## src/rtl/uart_pkt_tx_if.sv

```systemverilog
// Start/busy/done handshake between the control logic and the packet transmitter.
// The master side issues a request and a payload. The slave side reports busy and done.
interface uart_pkt_tx_if;
    logic        tx_en;
    logic [63:0] tx_data;
    logic        tx_busy;
    logic        tx_done;

    modport master (output tx_en, tx_data, input  tx_busy, tx_done);
    modport slave  (input  tx_en, tx_data, output tx_busy, tx_done);
endinterface

```

## src/rtl/uart_pkt_tx.sv

```systemverilog
// Sends a 64-bit word as a 10-byte 8N1 frame: header, 8 data bytes (LSB first), XOR checksum.
// The start bit is driven on the accept edge and the frame lasts 100*BPS_CNT cycles. Requests are ignored while busy.
module uart_pkt_tx #(
    parameter int          CLK_FREQ = 50000000,
    parameter int          UART_BPS = 115200,
    parameter logic [7:0]  HEADER   = 8'hA5
) (
    input  logic            sys_clk,
    input  logic            sys_rst,
    uart_pkt_tx_if.slave    tx_if,
    output logic            uart_txd
);

    localparam int BPS_CNT = CLK_FREQ / UART_BPS;
    localparam int CNT_W   = (BPS_CNT > 1) ? $clog2(BPS_CNT) : 1;
    localparam logic [CNT_W-1:0] CNT_MAX = CNT_W'(BPS_CNT - 1);

    typedef enum logic [1:0] {IDLE, START, DATA, STOP} state_t;

    state_t             state_q, state_d;
    logic [CNT_W-1:0]   cnt_q, cnt_d;
    logic [2:0]         bit_q, bit_d;
    logic [3:0]         byte_q, byte_d;
    logic [7:0]         shf_q, shf_d;
    logic [63:0]        data_q, data_d;
    logic [7:0]         chk_q, chk_d;
    logic               txd_q, txd_d;
    logic               busy_q, busy_d;
    logic               done_q, done_d;
    logic               bit_end;

    function automatic logic [7:0] xor_bytes(input logic [63:0] w);
        logic [7:0] x;
        x = '0;
        for (int i = 0; i < 8; i++) x = x ^ w[8*i +: 8];
        return x;
    endfunction

    // Byte indices 1..8 are payload bytes. Index 9 is the checksum.
    function automatic logic [7:0] pick_byte(input logic [3:0] idx, input logic [63:0] w,
                                             input logic [7:0] c);
        logic [7:0] b;
        b = c;
        for (int i = 0; i < 8; i++) begin
            if (idx == 4'(i + 1)) b = w[8*i +: 8];
        end
        return b;
    endfunction

    assign bit_end = (cnt_q == CNT_MAX);

    always_comb begin
        state_d = state_q;
        cnt_d   = cnt_q;
        bit_d   = bit_q;
        byte_d  = byte_q;
        shf_d   = shf_q;
        data_d  = data_q;
        chk_d   = chk_q;
        txd_d   = txd_q;
        busy_d  = busy_q;
        done_d  = 1'b0;

        if (state_q != IDLE) cnt_d = bit_end ? '0 : cnt_q + CNT_W'(1);

        case (state_q)
            IDLE: begin
                cnt_d = '0;
                txd_d = 1'b1;
                if (tx_if.tx_en && !busy_q) begin
                    data_d  = tx_if.tx_data;
                    chk_d   = xor_bytes(tx_if.tx_data);
                    shf_d   = HEADER;
                    bit_d   = '0;
                    byte_d  = '0;
                    busy_d  = 1'b1;
                    txd_d   = 1'b0;
                    state_d = START;
                end
            end
            START: begin
                if (bit_end) begin
                    txd_d   = shf_q[0];
                    shf_d   = {1'b0, shf_q[7:1]};
                    bit_d   = '0;
                    state_d = DATA;
                end
            end
            DATA: begin
                if (bit_end) begin
                    if (bit_q == 3'd7) begin
                        txd_d   = 1'b1;
                        state_d = STOP;
                    end else begin
                        txd_d = shf_q[0];
                        shf_d = {1'b0, shf_q[7:1]};
                        bit_d = bit_q + 3'd1;
                    end
                end
            end
            STOP: begin
                if (bit_end) begin
                    if (byte_q == 4'd9) begin
                        // Done and busy drop together, so a request held high is accepted on the next edge.
                        byte_d  = '0;
                        busy_d  = 1'b0;
                        done_d  = 1'b1;
                        txd_d   = 1'b1;
                        state_d = IDLE;
                    end else begin
                        byte_d  = byte_q + 4'd1;
                        shf_d   = pick_byte(byte_q + 4'd1, data_q, chk_q);
                        txd_d   = 1'b0;
                        state_d = START;
                    end
                end
            end
            default: state_d = IDLE;
        endcase
    end

    always_ff @(posedge sys_clk) begin
        if (sys_rst) begin
            state_q <= IDLE;
            cnt_q   <= '0;
            bit_q   <= '0;
            byte_q  <= '0;
            shf_q   <= '0;
            data_q  <= '0;
            chk_q   <= '0;
            txd_q   <= 1'b1;
            busy_q  <= 1'b0;
            done_q  <= 1'b0;
        end else begin
            state_q <= state_d;
            cnt_q   <= cnt_d;
            bit_q   <= bit_d;
            byte_q  <= byte_d;
            shf_q   <= shf_d;
            data_q  <= data_d;
            chk_q   <= chk_d;
            txd_q   <= txd_d;
            busy_q  <= busy_d;
            done_q  <= done_d;
        end
    end

    assign tx_if.tx_busy = busy_q;
    assign tx_if.tx_done = done_q;
    assign uart_txd      = txd_q;

endmodule
```

## src/flat_wrapper.sv

```systemverilog
// flat-port wrapper written by rule: the top's interface ports become plain ports
module uart_pkt_tx_flat 
#(
    parameter int          CLK_FREQ = 50000000,
    parameter int          UART_BPS = 115200,
    parameter logic [7:0]  HEADER   = 8'hA5
)
  (sys_clk, sys_rst, uart_txd, tx_if_tx_en, tx_if_tx_data, tx_if_tx_busy, tx_if_tx_done);
  uart_pkt_tx_if tx_if_i ();
  input  logic sys_clk;
  input  logic sys_rst;
  output logic uart_txd;
  input wire logic [$bits(tx_if_i.tx_en)-1:0] tx_if_tx_en;
  input wire logic [$bits(tx_if_i.tx_data)-1:0] tx_if_tx_data;
  output wire logic [$bits(tx_if_i.tx_busy)-1:0] tx_if_tx_busy;
  output wire logic [$bits(tx_if_i.tx_done)-1:0] tx_if_tx_done;
  assign tx_if_i.tx_en = tx_if_tx_en;
  assign tx_if_i.tx_data = tx_if_tx_data;
  assign tx_if_tx_busy = tx_if_i.tx_busy;
  assign tx_if_tx_done = tx_if_i.tx_done;
  uart_pkt_tx #(.CLK_FREQ(CLK_FREQ), .UART_BPS(UART_BPS), .HEADER(HEADER)) u_core (.sys_clk(sys_clk), .sys_rst(sys_rst), .tx_if(tx_if_i), .uart_txd(uart_txd));
endmodule
```

## config.mk

```make
export PLATFORM = sky130hd
export DESIGN_NAME = uart_pkt_tx_flat
export DESIGN_NICKNAME = d
export VERILOG_FILES = /design/src/rtl/uart_pkt_tx_if.sv /design/src/rtl/uart_pkt_tx.sv /design/src/flat_wrapper.sv
export SDC_FILE = /design/constraint.sdc
export NUM_CORES = 1
export LEC_CHECK = 0
export BUFFER_PORTS_ARGS = -buffer_cell sky130_fd_sc_hd__buf_2
export CORE_ASPECT_RATIO = 1.2
export CORE_UTILIZATION = 46
export CTS_BUF_LIST = sky130_fd_sc_hd__clkbuf_8
export DETAILED_ROUTE_END_ITERATION = 12
export HOLD_SLACK_MARGIN = 0.05
export PLACE_DENSITY = 0.67
export SETUP_SLACK_MARGIN = 0.4
export SYNTH_ARGS = -nofsm -noshare
export SYNTH_HDL_FRONTEND = slang
export SYNTH_SLANG_ARGS = --single-unit
```

## constraint.sdc

```tcl
create_clock -name sys_clk -period 2.94 [get_ports sys_clk]
set_clock_uncertainty 0.05 [all_clocks]
set_input_delay 0.588 -clock sys_clk [delete_from_list [all_inputs] [get_ports sys_clk]]
set_output_delay 0.588 -clock sys_clk [all_outputs]
set_load 0.01 [all_outputs]
```

# [Yosys cells after proc, flatten, opt, wreduce, memory -nomap -nowiden]
# Index checks and enable logic that the tools add are counted.
[word_totals] regBits=101 latchBits=0 ramBits=0 rom_bits=0 inputBits=67 output_inout_bits=3 elab_cells=102 memories=0
[classes] add_sub_neg=3 multipliers=0 n_div=0 order_cmp=0 eq_ne=22 shifts=0 mux=43 n_bitwise=9 reduce_logical=15
[op_table] operator="$mux 8" n=14
[op_table] operator="$xor 8x8->8" n=7
[op_table] operator="$pmux 8 s4" n=1
[op_table] operator="$eq 4x3->1 const B" n=4
[op_table] operator="$mux 3" n=4
[op_table] operator="$mux 4" n=3
[op_table] operator="$ne 2x1->1 const B" n=6
[op_table] operator="$mux 1" n=10
[op_table] operator="$mux 2" n=5
[op_table] operator="$reduce_and 5->1" n=2
[op_table] operator="$add 9x1->9 const B" n=1
[op_table] operator="$eq 9x9->1 const B" n=1
[op_table] operator="$mux 9" n=1
[op_table] operator="$pmux 3 s3" n=1
[op_table] operator="$eq 4x2->1 const B" n=2
[op_table] operator="$eq 4x4->1 const B" n=2
[op_table] operator="$pmux 2 s4" n=1
[op_table] operator="$pmux 4 s2" n=1
[op_table] operator="$reduce_and 3->1" n=2
[op_table] operator="$reduce_and 6->1" n=1
[op_table] operator="$add 4x1->4 const B" n=1
[op_table] operator="$eq 2x2->1 const B" n=2
[op_table] operator="$eq 4x1->1 const B" n=1
[op_table] operator="$ne 2x2->1 const B" n=2
[op_table] operator="other kinds (15)" n=17

# [Longest topological paths before layout]
[logic_depth] word_depth=13 mapped_depth=10 depth_no_buf=8

# [Least setup slack after synthesis]
# Ideal clock, no wire load.
[synth_path] path_type="flip-flop to flip-flop" start="reg u_core.byte_q[0]" end="reg u_core.shf_q[6]" setup_time_ns=0.131 t_arrival_ns=2.010 required_time_ns=2.759 setup_slack_ns=0.750 stages_incl_launch_ff=9 period_less_slack_ns=2.190 cell_sequence="dfxtp_1 > ha_1 > buf_2 > nor2_1 > a211oi_4 > nor3_2 > o22a_1 > a222oi_1 > o22ai_1"
[synth_between] elab_chain_len=13
[synth_rtl] item="from (decl)" line="uart_pkt_tx.sv:23" source="logic [3:0] byte_q, byte_d;"
[synth_rtl] item="from (signal assigned)" line="uart_pkt_tx.sv:138" source="byte_q <= byte_d;"
[synth_rtl] item="$add 4x1->4" line="uart_pkt_tx.sv:112" source="shf_d = pick_byte(byte_q + 4'd1, data_q, chk_q);"
[synth_rtl] item="$eq 4x1->1" line="uart_pkt_tx.sv:45" source="if (idx == 4'(i + 1)) b = w[8*i +: 8];"
[synth_rtl] item="$mux 8 (8 in series)" line="uart_pkt_tx.sv:45"
[synth_rtl] item="$mux 8" line="uart_pkt_tx.sv:103" source="if (byte_q == 4'd9) begin"
[synth_rtl] item="$mux 8" line="uart_pkt_tx.sv:102" source="if (bit_end) begin"
[synth_rtl] item="$pmux 8 s4" line="uart_pkt_tx.sv:66" source="case (state_q)"
[synth_rtl] item="to (signal assigned)" line="uart_pkt_tx.sv:128" source="shf_q <= '0;"
[synth_rtl] item="to (signal assigned)" line="uart_pkt_tx.sv:139" source="shf_q <= shf_d;"
[synth_rtl] item="to (decl)" line="uart_pkt_tx.sv:24" source="logic [7:0] shf_q, shf_d;"
# Parallel ways exist; a longest one is shown, timed or not. The select of a mux whose other input is x is not followed.
# A chain may end at the register's enable or synchronous reset.

# [Worst setup path in the final report]
[layout_path] start="reg u_core.byte_q[0]" end="reg u_core.shf_q[0]"
# Same word-level chain as after synthesis.

==> impl_metrics.ini <==
[floorplan]
die_w_um = 101
rows = 43
start_util_pct = 47.1
die-area_sq_mm = 0.0122
die_h_um = 121
ios = 70
core_area_sq_mm = 0.0115

[sta]
fmax_mhz = 426
min_period_over_period_pct = 79.8
fin_ws_ns = 0.594
slew_headroom_pct = 60.7
fin_tns_setup_ns = 0
drv_slew = 0
finalSetupViolCount = 0
hold_viol = 0
period_needed_ns = 2.35
grt_setup_unrepaired = no
tightest_slew_ns = 0.589

[pwr]
clock_power_share_pct = 18.9
p_sw_mw = 1.81
vdd_drop_max_mv = 0.325
powerDensity_mw_per_mm2 = 733
p_leak_nw = 2.29
seqPwrFrac_pct = 40.9
combPwrFrac_pct = 40.2
internal_power_mw = 2.69
swShare_pct = 40.2

[detailed_routing]
drc = 0
wl_per_cell_um = 16.4
dr_total_vias = 4978
routed_wl_mm = 15.0
drt-initial-drc-count = 220
via_per_inst = 5.43
drtAntennaViolNets = 0
firstDrtPassIters = 4

[clock_network]
clkSinkCount = 101
cts_tree = built
path_clk_slew_ns = 0.11
clockBufferDepth = 2
root_buffer = clkbuf_8
cts_buffers = 9
cts_max_level = 3
clkLatencyLatePin_ns = 0.38

[worst_setup_path]
arrival_ns = 2.60
crit_path_start_kind = flip-flop
critPathRequiredTime_ns = 3.19
critPathKind = flip-flop to flip-flop
cp-end-kind = flip-flop
worst-path-max-fanout = 12

[synth]
synth-seq-area-share_pct = 37.3
syn-instance-count = 700
syn-cell-area_sq_mm = 0.00543
synth-seq-cells = 101
ys_types = 62
async_flop_share_pct = 0
synth_ff_type = dfxtp_1
syn_avg_cell_area_sq_um = 7.75
syn-num-nets = 780
ys.warnings.count = 0
synth_edf_count = 0

[job]
cap_violations = 0

[place]
dpl-instance-area_sq_mm = 0.00591
dp_hpwl_mm = 11.2
place_ws_ns = 0.279
globalplace.congestion = 0.874
io_buffer_count = 69

[cells_and_area]
final_util_pct = 53.3
drive_above_1_share_pct = 16.3
syn2layout_area_growth_pct = 13.2
fin_area_sq_mm = 0.00614
nets = 835
diodes = 0

[global_routing]
grt_pass1_wl_mm = 24.1
grt.overflow.total = 0
grt_pass1_vias = 4701
track_usage_pct = 25.7
antenna_found_initial = 0
grt_max_degree = 81

[status]
status = finished clean

[hold_path]
hp-class = primary input to flip-flop
[flip-flops by register name (all words and copies together) (netlist names)]
register	cells
u_core.bit_q	3
u_core.byte_q	4
u_core.chk_q	8
u_core.cnt_q	9
u_core.data_q	64
u_core.shf_q	8
u_core.state_q	2
u_core.tx_if.tx_busy	1
u_core.tx_if.tx_done	1
u_core.uart_txd	1
[cell families (layout without fill, tap and decap cells)]
family | after synthesis | in the layout | synth area share, %
AND/OR/NAND/NOR | 272 | 272 | 22.2
AO/OA/AOI/OAI | 182 | 182 | 21.3
flip-flops | 101 | 101 | 37.3
buffers and inverters | 64 | 124 | 5.07
XOR/XNOR | 63 | 63 | 10.2
adder cells (fa/ha/maj) | 13 | 13 | 3.00
multiplexers | 5 | 5 | 0.946
[cell type report]
class	count	area, sq um
clock buffer	9	124
clock inverter	7	55.1
multi-input combinational	535	3150
tap	157	196
inverter	19	71.3
timing repair buffer	89	520
sequential	101	2020
fill	1208	5370
[per-stage QoR]
step                power, mW  hold slack, ns  std cells
global placement         3.59           0.393        896
detailed placement       3.61           0.400        896
global route             4.81           0.399        917
finish                   4.50           0.400        917
CTS                      4.46           0.385        912
floorplan                3.09           0.382        700
[cells in the final DEF (no fill, tap or decap), types with 4 or more instances in the layout]
cell type / count
o21ai_0: 18
nand3_1: 12
inv_1: 19
xnor2_1: 58
buf_4: 18
o41ai_1: 4
nor2b_1: 6
o2bb2ai_1: 6
nand4_1: 7
xor2_1: 5
nand2_1: 152
a21oi_1: 91
clkbuf_8: 9
ha_1: 12
mux2i_1: 4
o21ai_1: 5
buf_2: 69
and3_1: 7
nor3_1: 11
a221oi_1: 6
o221ai_1: 4
a211oi_1: 11
dfxtp_1: 99
o22ai_1: 4
nor2_1: 54
[power groups by stage]
stage / clock, mW / sequential (mW) / combinational (mW)
6_report: 0.850 / 1.84 / 1.81
5_1_grt: 0.923 / 1.87 / 2.02
4_1_cts: 0.878 / 1.84 / 1.75
3_5_place_dp: 0 / 1.87 / 1.74
3_3_place_gp: 0 / 1.87 / 1.72
2_1_floorplan: 0 / 1.80 / 1.29
[layer usage]
| metal | wire [um] | GRT usage [%] | share of wire [%] | vias to the layer above |
|---|---|---|---|---|
| li1 | - | - | - | 2514 |
| met1 | 6580 | 31.8 | 44 | 2338 |
| met2 | 7590 | 45.1 | 51 | 104 |
| met3 | 441 | 3.05 | 2.9 | 22 |
| met4 | 386 | 9.96 | 2.6 | 0 |
| met5 | 0 | 0 | 0 | - |
[final timing paths]
| path | from | endpoint | slack, ns | cells after the start |
|---|---|---|---|---|
| worst max register to register | u_core.byte_q[0] | u_core.shf_q[0] | 0.59 | 7 |
| worst min-delay path | tx_if_tx_data[53] | u_core.data_q[53] | 0.40 | 3 |
| worst max-delay path | u_core.byte_q[0] | u_core.shf_q[0] | 0.59 | 7 |
| worst min register to register | u_core.data_q[27] | u_core.data_q[27] | 0.41 | 2 |
[what timing repair did]
action	CTS	global route
setup endpoints to repair	5	8
hold buffers	0	0
gates resized for setup	2	3
pin swaps	0	2
setup buffers	0	5
hold endpoints to repair	0	0
[synthesized netlist by cell type (5+ instances only)]
| cell type | instances | area (sq um) |
|---|---|---|
| nand2_1 | 152 | 571 |
| dfxtp_1 | 101 | 2020 |
| a21oi_1 | 91 | 455 |
| xnor2_1 | 58 | 508 |
| nor2_1 | 54 | 203 |
| clkbuf_1 | 31 | 116 |
| inv_1 | 19 | 71.3 |
| o21ai_0 | 18 | 90.1 |
| ha_1 | 13 | 163 |
| nand3_1 | 13 | 65.1 |
| a211oi_1 | 12 | 90.1 |
| nor3_1 | 11 | 55.1 |
| and3_1 | 8 | 50.1 |
| nand4_1 | 7 | 43.8 |
| a221oi_1 | 6 | 52.6 |
| nor2b_1 | 6 | 37.5 |
| o2bb2ai_1 | 6 | 52.6 |
| buf_4 | 5 | 37.5 |
| o21ai_1 | 5 | 25.0 |
| xor2_1 | 5 | 43.8 |
[worst max-delay path, stage by stage (launching register included)]
cell and delay [ns]:
dfxtp_2 0.45, ha_2 0.35, and2_1 0.30, a211oi_4 0.15
nor3_4 0.34, a2bb2oi_1 0.21, o221ai_1 0.17, a211oi_1 0.25
No activity file was read; power rests on OpenSTA's default activity.
